### src/rtl/syncfifo_ft.sv
// Single-clock first-word-fall-through FIFO with an explicit occupancy count,
// programmable almost-full/almost-empty flags, a synchronous flush and sticky
// overflow/underflow error flags. All status flags are registered and derived
// from the next-state count, so they agree with count in every cycle.
module syncfifo_ft #(
    parameter int DATA_WIDTH   = 32,
    parameter int ADDR_WIDTH   = 4,
    parameter int AFULL_LEVEL  = (1 << ADDR_WIDTH) - 2,
    parameter int AEMPTY_LEVEL = 2
) (
    input  logic                  clk,
    input  logic                  rst,
    input  logic                  flush,
    input  logic                  wpush,
    input  logic [DATA_WIDTH-1:0] wdata,
    output logic                  wfull,
    output logic                  wafull,
    input  logic                  rpull,
    output logic [DATA_WIDTH-1:0] rdata,
    output logic                  rempty,
    output logic                  rafempty,
    output logic [ADDR_WIDTH:0]   count,
    output logic                  overflow,
    output logic                  underflow
);

    localparam int CW = ADDR_WIDTH + 1;
    localparam int DEPTH = 1 << ADDR_WIDTH;
    localparam logic [CW-1:0] DEPTH_C  = CW'(DEPTH);
    localparam logic [CW-1:0] AFULL_C  = CW'(AFULL_LEVEL);
    localparam logic [CW-1:0] AEMPTY_C = CW'(AEMPTY_LEVEL);

    logic [DATA_WIDTH-1:0] mem_q [DEPTH];

    logic [ADDR_WIDTH-1:0] wptr_q, wptr_d;
    logic [ADDR_WIDTH-1:0] rptr_q, rptr_d;
    logic [CW-1:0]         count_q, count_d;
    logic                  wfull_q, wfull_d;
    logic                  wafull_q, wafull_d;
    logic                  rempty_q, rempty_d;
    logic                  rafempty_q, rafempty_d;
    logic                  overflow_q, overflow_d;
    logic                  underflow_q, underflow_d;
    logic                  push_ok, pull_ok;

    // Next-state logic: accept rules, pointer/count update, sticky errors, flags.
    always_comb begin
        // NOTE: every combinational output gets a default first so no path can
        // leave it unassigned and infer a latch; blocking '=' is correct here.
        wptr_d      = wptr_q;
        rptr_d      = rptr_q;
        count_d     = count_q;
        overflow_d  = overflow_q;
        underflow_d = underflow_q;
        push_ok     = wpush & (~wfull_q | rpull);
        pull_ok     = rpull & ~rempty_q;

        if (flush) begin
            // Requests coinciding with flush are discarded, including the write.
            push_ok     = 1'b0;
            pull_ok     = 1'b0;
            wptr_d      = '0;
            rptr_d      = '0;
            count_d     = '0;
            overflow_d  = 1'b0;
            underflow_d = 1'b0;
        end else begin
            if (push_ok) wptr_d = wptr_q + ADDR_WIDTH'(1);
            if (pull_ok) rptr_d = rptr_q + ADDR_WIDTH'(1);
            count_d     = count_q + CW'(push_ok) - CW'(pull_ok);
            overflow_d  = overflow_q  | (wpush & wfull_q & ~rpull);
            underflow_d = underflow_q | (rpull & rempty_q);
        end

        wfull_d    = (count_d == DEPTH_C);
        rempty_d   = (count_d == '0);
        wafull_d   = (count_d >= AFULL_C);
        rafempty_d = (count_d <= AEMPTY_C);
    end

    // Control state: pointers, occupancy, registered flags.
    always_ff @(posedge clk or posedge rst) begin
        // NOTE: sequential state uses non-blocking '<=' so every register
        // samples its next value from the same pre-edge snapshot.
        if (rst) begin
            wptr_q      <= '0;
            rptr_q      <= '0;
            count_q     <= '0;
            wfull_q     <= 1'b0;
            wafull_q    <= 1'b0;
            rempty_q    <= 1'b1;
            rafempty_q  <= 1'b1;
            overflow_q  <= 1'b0;
            underflow_q <= 1'b0;
        end else begin
            wptr_q      <= wptr_d;
            rptr_q      <= rptr_d;
            count_q     <= count_d;
            wfull_q     <= wfull_d;
            wafull_q    <= wafull_d;
            rempty_q    <= rempty_d;
            rafempty_q  <= rafempty_d;
            overflow_q  <= overflow_d;
            underflow_q <= underflow_d;
        end
    end

    // Storage array: written on every accepted push.
    always_ff @(posedge clk) begin
        // NOTE: the data array is deliberately left out of reset; the
        // pointers and count alone define which entries are meaningful.
        if (push_ok) mem_q[wptr_q] <= wdata;
    end

    assign rdata     = mem_q[rptr_q];
    assign wfull     = wfull_q;
    assign wafull    = wafull_q;
    assign rempty    = rempty_q;
    assign rafempty  = rafempty_q;
    assign count     = count_q;
    assign overflow  = overflow_q;
    assign underflow = underflow_q;

endmodule

### config.mk
export PLATFORM = sky130hd
export DESIGN_NAME = syncfifo_ft
export DESIGN_NICKNAME = d
export VERILOG_FILES = /design/src/rtl/syncfifo_ft.sv
export SDC_FILE = /design/constraint.sdc
export NUM_CORES = 1
export LEC_CHECK = 0
export BUFFER_PORTS_ARGS = -buffer_cell sky130_fd_sc_hd__buf_2
export CORE_AREA = 2 2 190 173
export DETAILED_ROUTE_END_ITERATION = 8
export DIE_AREA = 0 0 192 175
export GPL_ROUTABILITY_DRIVEN = 0
export GPL_TIMING_DRIVEN = 0
export PLACE_DENSITY = 0.94
export REMOVE_ABC_BUFFERS = 1
export SLEW_MARGIN = 40
export SYNTH_ARGS = -nofsm -noshare
export SYNTH_HDL_FRONTEND = slang
export SYNTH_SLANG_ARGS = --single-unit
### constraint.sdc
create_clock -name clk -period 4.1 [get_ports clk]
set_input_delay 0.615 -clock clk [delete_from_list [all_inputs] [get_ports clk]]
set_output_delay 0.615 -clock clk [all_outputs]
set_load 0.03 [all_outputs]
Word-level counts from Yosys, hierarchy flattened:

Memory sizes are Yosys's and may differ from the RTL's.
Index checks and enable logic that the tools add are counted.

* eq/ne operators: 1
* reductions and logical operators: 3
* multiplexer cells: 10
* bitwise gates (word level): 11
* $lt $le $gt $ge: 2
* $add $sub $neg: 4

Operator list (number)
* two-way mux 4 bit: 4
* adder 4 x 1 -> 4 bit (second input constant): 2
* adder 5 x 1 -> 5 bit: 1
* AND 1 bit: 5
* equality test 5 bit (second input constant): 1
* greater-or-equal comparator 5 x 4 -> 1 bit (second input constant): 1
* less-or-equal comparator 5 x 2 -> 1 bit (second input constant): 1
* logical NOT 5 bit: 1
* two-way mux 1 bit: 5
* two-way mux 5 bit: 1
* subtractor 5 x 1 -> 5 bit: 1
* nonzero test 2 bit: 2
* inverter 1 bit: 3
* bitwise OR 1 bit: 3

* input port bits: 37
* bits in registers: 19
* output and inout bits: 43
* RAM bits: 512
* memories: 1

Memory list
* mem_q: words 16, bits a word 32, read ports 1, clocked after memory_dff 0, write ports 1, RTL line 33 `logic [DATA_WIDTH-1:0] mem_q [DEPTH];`

Longest topological paths before layout:

* depth in word-level cells: 7
* mapped depth: 11

Least setup slack after synthesis:

No wires, ideal clock.

* path kind: input to register
* from: in rpull
* to: reg wafull_q (netlist: wafull)
* data arrival time: 2.713 ns
* slack: 1.309 ns
* data required time: 4.022 ns
* cell stages on the path: 10
* cells stage by stage: nand2b_1 nand2_1 ha_1 inv_1 ha_1 inv_1 fa_1 xor2_1 or4_1 a21oi_1

* cells in the longest elaborated chain, start to end: 6

RTL lines
* from (decl): RTL line 18 `input logic rpull,`
* bitwise OR 1 bit: RTL line 55 `push_ok = wpush & (~wfull_q | rpull);`
* AND 1 bit: RTL line 55
* adder 5 x 1 -> 5 bit: RTL line 70 `count_d = count_q + CW'(push_ok) - CW'(pull_ok);`
* subtractor 5 x 1 -> 5 bit (*): RTL line 70
* two-way mux 5 bit (*): RTL line 58 `if (flush) begin`
* greater-or-equal comparator 5 x 4 -> 1 bit (*): RTL line 77 `wafull_d = (count_d >= AFULL_C);`
* via wafull_d: RTL line 39 `logic wafull_q, wafull_d;`
* to (signal assigned): RTL line 100 `wafull_q <= wafull_d;`
* to (decl): RTL line 39

The timed path passes the listed nets; every way through them passes the cells marked *.
A chain may end at the register's enable or synchronous reset.

Worst setup path after layout:

* from: reg rptr_q[0]
* to: out rdata[20]

* cells in the longest elaborated chain, start to end: 1

RTL lines
* from (decl): RTL line 36 `logic [ADDR_WIDTH-1:0] rptr_q, rptr_d;`
* from (signal assigned): RTL line 97 `rptr_q <= rptr_d;`
* memory (16 x 32 bit)
* to (decl): RTL line 19 `output logic [DATA_WIDTH-1:0] rdata,`

Every way passes these cells.

==> flow_summary.yaml <==
timing:
  tightest_slew_ps: 723
  setup_viol: 0
  fmax_mhz: 255
  slew_headroom_pct: 51.3
  fin_crit_ps: 3920
  worst_clock_skew_ps: 14.1
  period_share_pct: 95.7
  slew_violations: 0
  hold_viol: 0
global_route:
  grt-ovfl-total: 0
  busiest_layer: "met2"
  grt_max_degree: 37
  grt_pass1_vias: 10100
  use_met2_pct: 48.1
  grtUsageMet1_pct: 39.5
  gr-usage-met3_pct: 5.50
  grt_pass1_wl_um: 67600
  grt_use_total_pct: 29.0
  antenna_found_initial: 4
place:
  dp_hpwl_um: 25900
  port_buffers: 79
  dp_cells: 1310
yosys:
  syn_area_per_cell_um2: 24.5
  synth-edff-count: 512
  syn_area_um2: 20300
  ys.warnings.count: 0
  syn_inst: 829
  post-synth-top-area-cell: "edfxtp_1"
  ys.flop_type: "edfxtp_1"
  yosys-top-cells-area: "edfxtp_1, mux4_2, dfrtp_1"
  netlist.area_leader.share_pct: 75.6
  synthTopCellsByCount: "edfxtp_1, mux4_2, dfrtp_1, and2_1, nor2_1"
  ys_ff_latch: 531
  yosysMostFrequentCell: "edfxtp_1"
  ys_types: 30
  async_flop_share_pct: 3.58
  ys_seq_area_share_pct: 78.0
clock_tree:
  path_clk_slew_ps: 60
  tritoncts: "built"
  cts-root-buf: "clkbuf_16"
  clockBufferDepth: 3
  clock_sinks: 531
  cts_made_buffers: 50
  clk_latency_ps: 560
  h-tree-depth: 2
job:
  maxCapViolations: 0
critical_path:
  reg2reg_depth: 10
  cp_max_fo: 27
  path_common_cell: "buf_12"
  ff2ff_setup_slack_ps: 1260
  critPathKind: "reg2out"
  reg2reg_to: "wafull$_DFF_PP0_"
  worstPathCellList: "buf_12, buf_12, buf_16, buf_12, mux4_2, mux4_2, buf_2"
  worst_setup_path_end_kind: "output port"
  cp-start-kind: "flip-flop"
  cp.required_ps: 3480
  r2r-start: "wfull$_DFF_PP0_"
  slowest_delay_ps: 580
  slowest_stage: "mux4_2"
  cp.arrival_ps: 3310
finish:
  nets: 995
  drive_gt1_share_pct: 36.1
  utilization_pct: 73.4
  fin_cells: 1404
  areaGrowthSynthToFinish_pct: 14.3
power:
  leakagePower_nw: 7.32
  power_mw: 12.2
  peakVddDrop_mv: 0.563
  seqPwrFrac_pct: 50.0
  switching_share_pct: 23.8
  powerDensity_nw_per_um2: 527
  p_comb_share_pct: 13.3
  p_int_mw: 9.33
  p_switching_mw: 2.92
  power.share.clock_pct: 36.7
floorplanning:
  die_y_um: 175
  core_area_um2: 31700
  dieArea_um2: 33600
  ioPinCount: 80
  chipWidth_um: 192
  rows: 62
  start_util_pct: 64.3
detailed_routing:
  dr.pass1.iters: 7
  vias_per_cell: 6.75
  post_drt_wl_per_cell_um: 33.4
  drc: 0
  routed_wl_um: 46800
  vias: 9473
  ant_nets: 0
  drt_iter0_drc: 1229
worst_hold_path:
  hold_class: "in2async"
status:
  outcome: "complete, no violations"
==> repair_timing <==
item	in CTS	in global routing
resized for setup	0	1
setup endpoints to repair	10	1
buffers inserted	1	0
pin swaps	0	0
hold buffers	0	0
==> layout make-up <==
cell class / count / area, um^2
sequential: 531 / 15900
fill: 1658 / 8410
multi-input combinational: 245 / 4250
clock buffer: 64 / 1330
timing repair buffer: 106 / 983
tap: 416 / 520
clock inverter: 27 / 240
inverter: 13 / 48.8
antenna: 2 / 5.00
==> cell families after synthesis <==
group / synth area share (%)
DFF: 78.0
muxes: 17.8
and+or+nand+nor: 1.48
buffers and inverters: 1.42
adders and majority gates: 0.714
AOI/OAI and AO/OA: 0.277
xor gates and xnor gates: 0.388
==> power groups by stage <==
| stage | Clock, mW | Combinational (mW) | Sequential, mW |
|---|---|---|---|
| after floorplan | 0 | 1.06 | 6.43 |
| final | 4.49 | 1.63 | 6.12 |
| after CTS | 4.53 | 1.65 | 6.12 |
| after global placement | 0 | 1.49 | 6.42 |
| after global routing | 4.73 | 1.74 | 6.13 |
| after detailed placement | 0 | 1.60 | 6.25 |
==> per-stage QoR <==
| stage | TNS, ps | hold WS [ps] | instance area (um^2) | worst slack, ps |
|---|---|---|---|---|
| floorplan | -94090 | 545 | 20100 | -2750 |
| global placement | -160720 | 473 | 21000 | -4660 |
| detailed placement | 0 | 480 | 21600 | 409 |
| CTS | 0 | 193 | 23200 | 76.1 |
| global route | -2.44 | 112 | 23200 | -2.44 |
| finish | 0 | 80.5 | 23200 | 175 |
==> critical path: cells and delay by family, from the launching register on <==
family                 cells  cell delay, ps
DFF                        1             440
buffers and inverters      5            1190
muxes                      2            1080
==> worst max path at each step <==
stage                          startpoint        end  slack [ps]  cells after the start
floorplan           rptr_q[0]$_DFFE_PP0P_   rdata[0]       -2750                      2
global placement    rptr_q[0]$_DFFE_PP0P_   rdata[0]       -4660                      3
detailed placement  rptr_q[0]$_DFFE_PP0P_  rdata[20]         410                      7
CTS                 rptr_q[0]$_DFFE_PP0P_  rdata[20]          80                      7
global route        rptr_q[0]$_DFFE_PP0P_  rdata[20]          -2                      7
finish              rptr_q[0]$_DFFE_PP0P_  rdata[20]         180                      7
==> layout by cell type (no fill, tap or decap), drive strengths merged <==
cell / count
dfrtp: 17
diode: 2
inv: 14
mux4: 160
ha: 10
nand2b: 3
xor2: 4
nor4: 2
nor2: 15
a31oi: 1
a41o: 2
and2: 16
nor4bb: 1
or2: 1
a21oi: 6
or4: 1
nand4: 1
fa: 1
edfxtp: 512
clkbuf: 64
dfstp: 2
clkinv: 19
bufinv: 4
nor2b: 3
clkinvlp: 3
nand3: 4
and3: 2
xnor2: 5
nor4b: 2
buf: 106
mux2i: 1
nand2: 4
==> flip-flops by register name, indices dropped and copies added (netlist names) <==
signal     count
mem_q        512
count          5
rptr_q         4
wptr_q         4
overflow       1
rafempty       1
rempty         1
underflow      1
wafull         1
wfull          1
==> layer usage <==
metal | share of wire [%] | vias to the layer above
li1 | - | 3786
met1 | 36 | 4973
met2 | 52 | 605
met3 | 9.0 | 105
met4 | 3.2 | 4
met5 | 0.028 | -
Power figures use the tool's default switching activity.
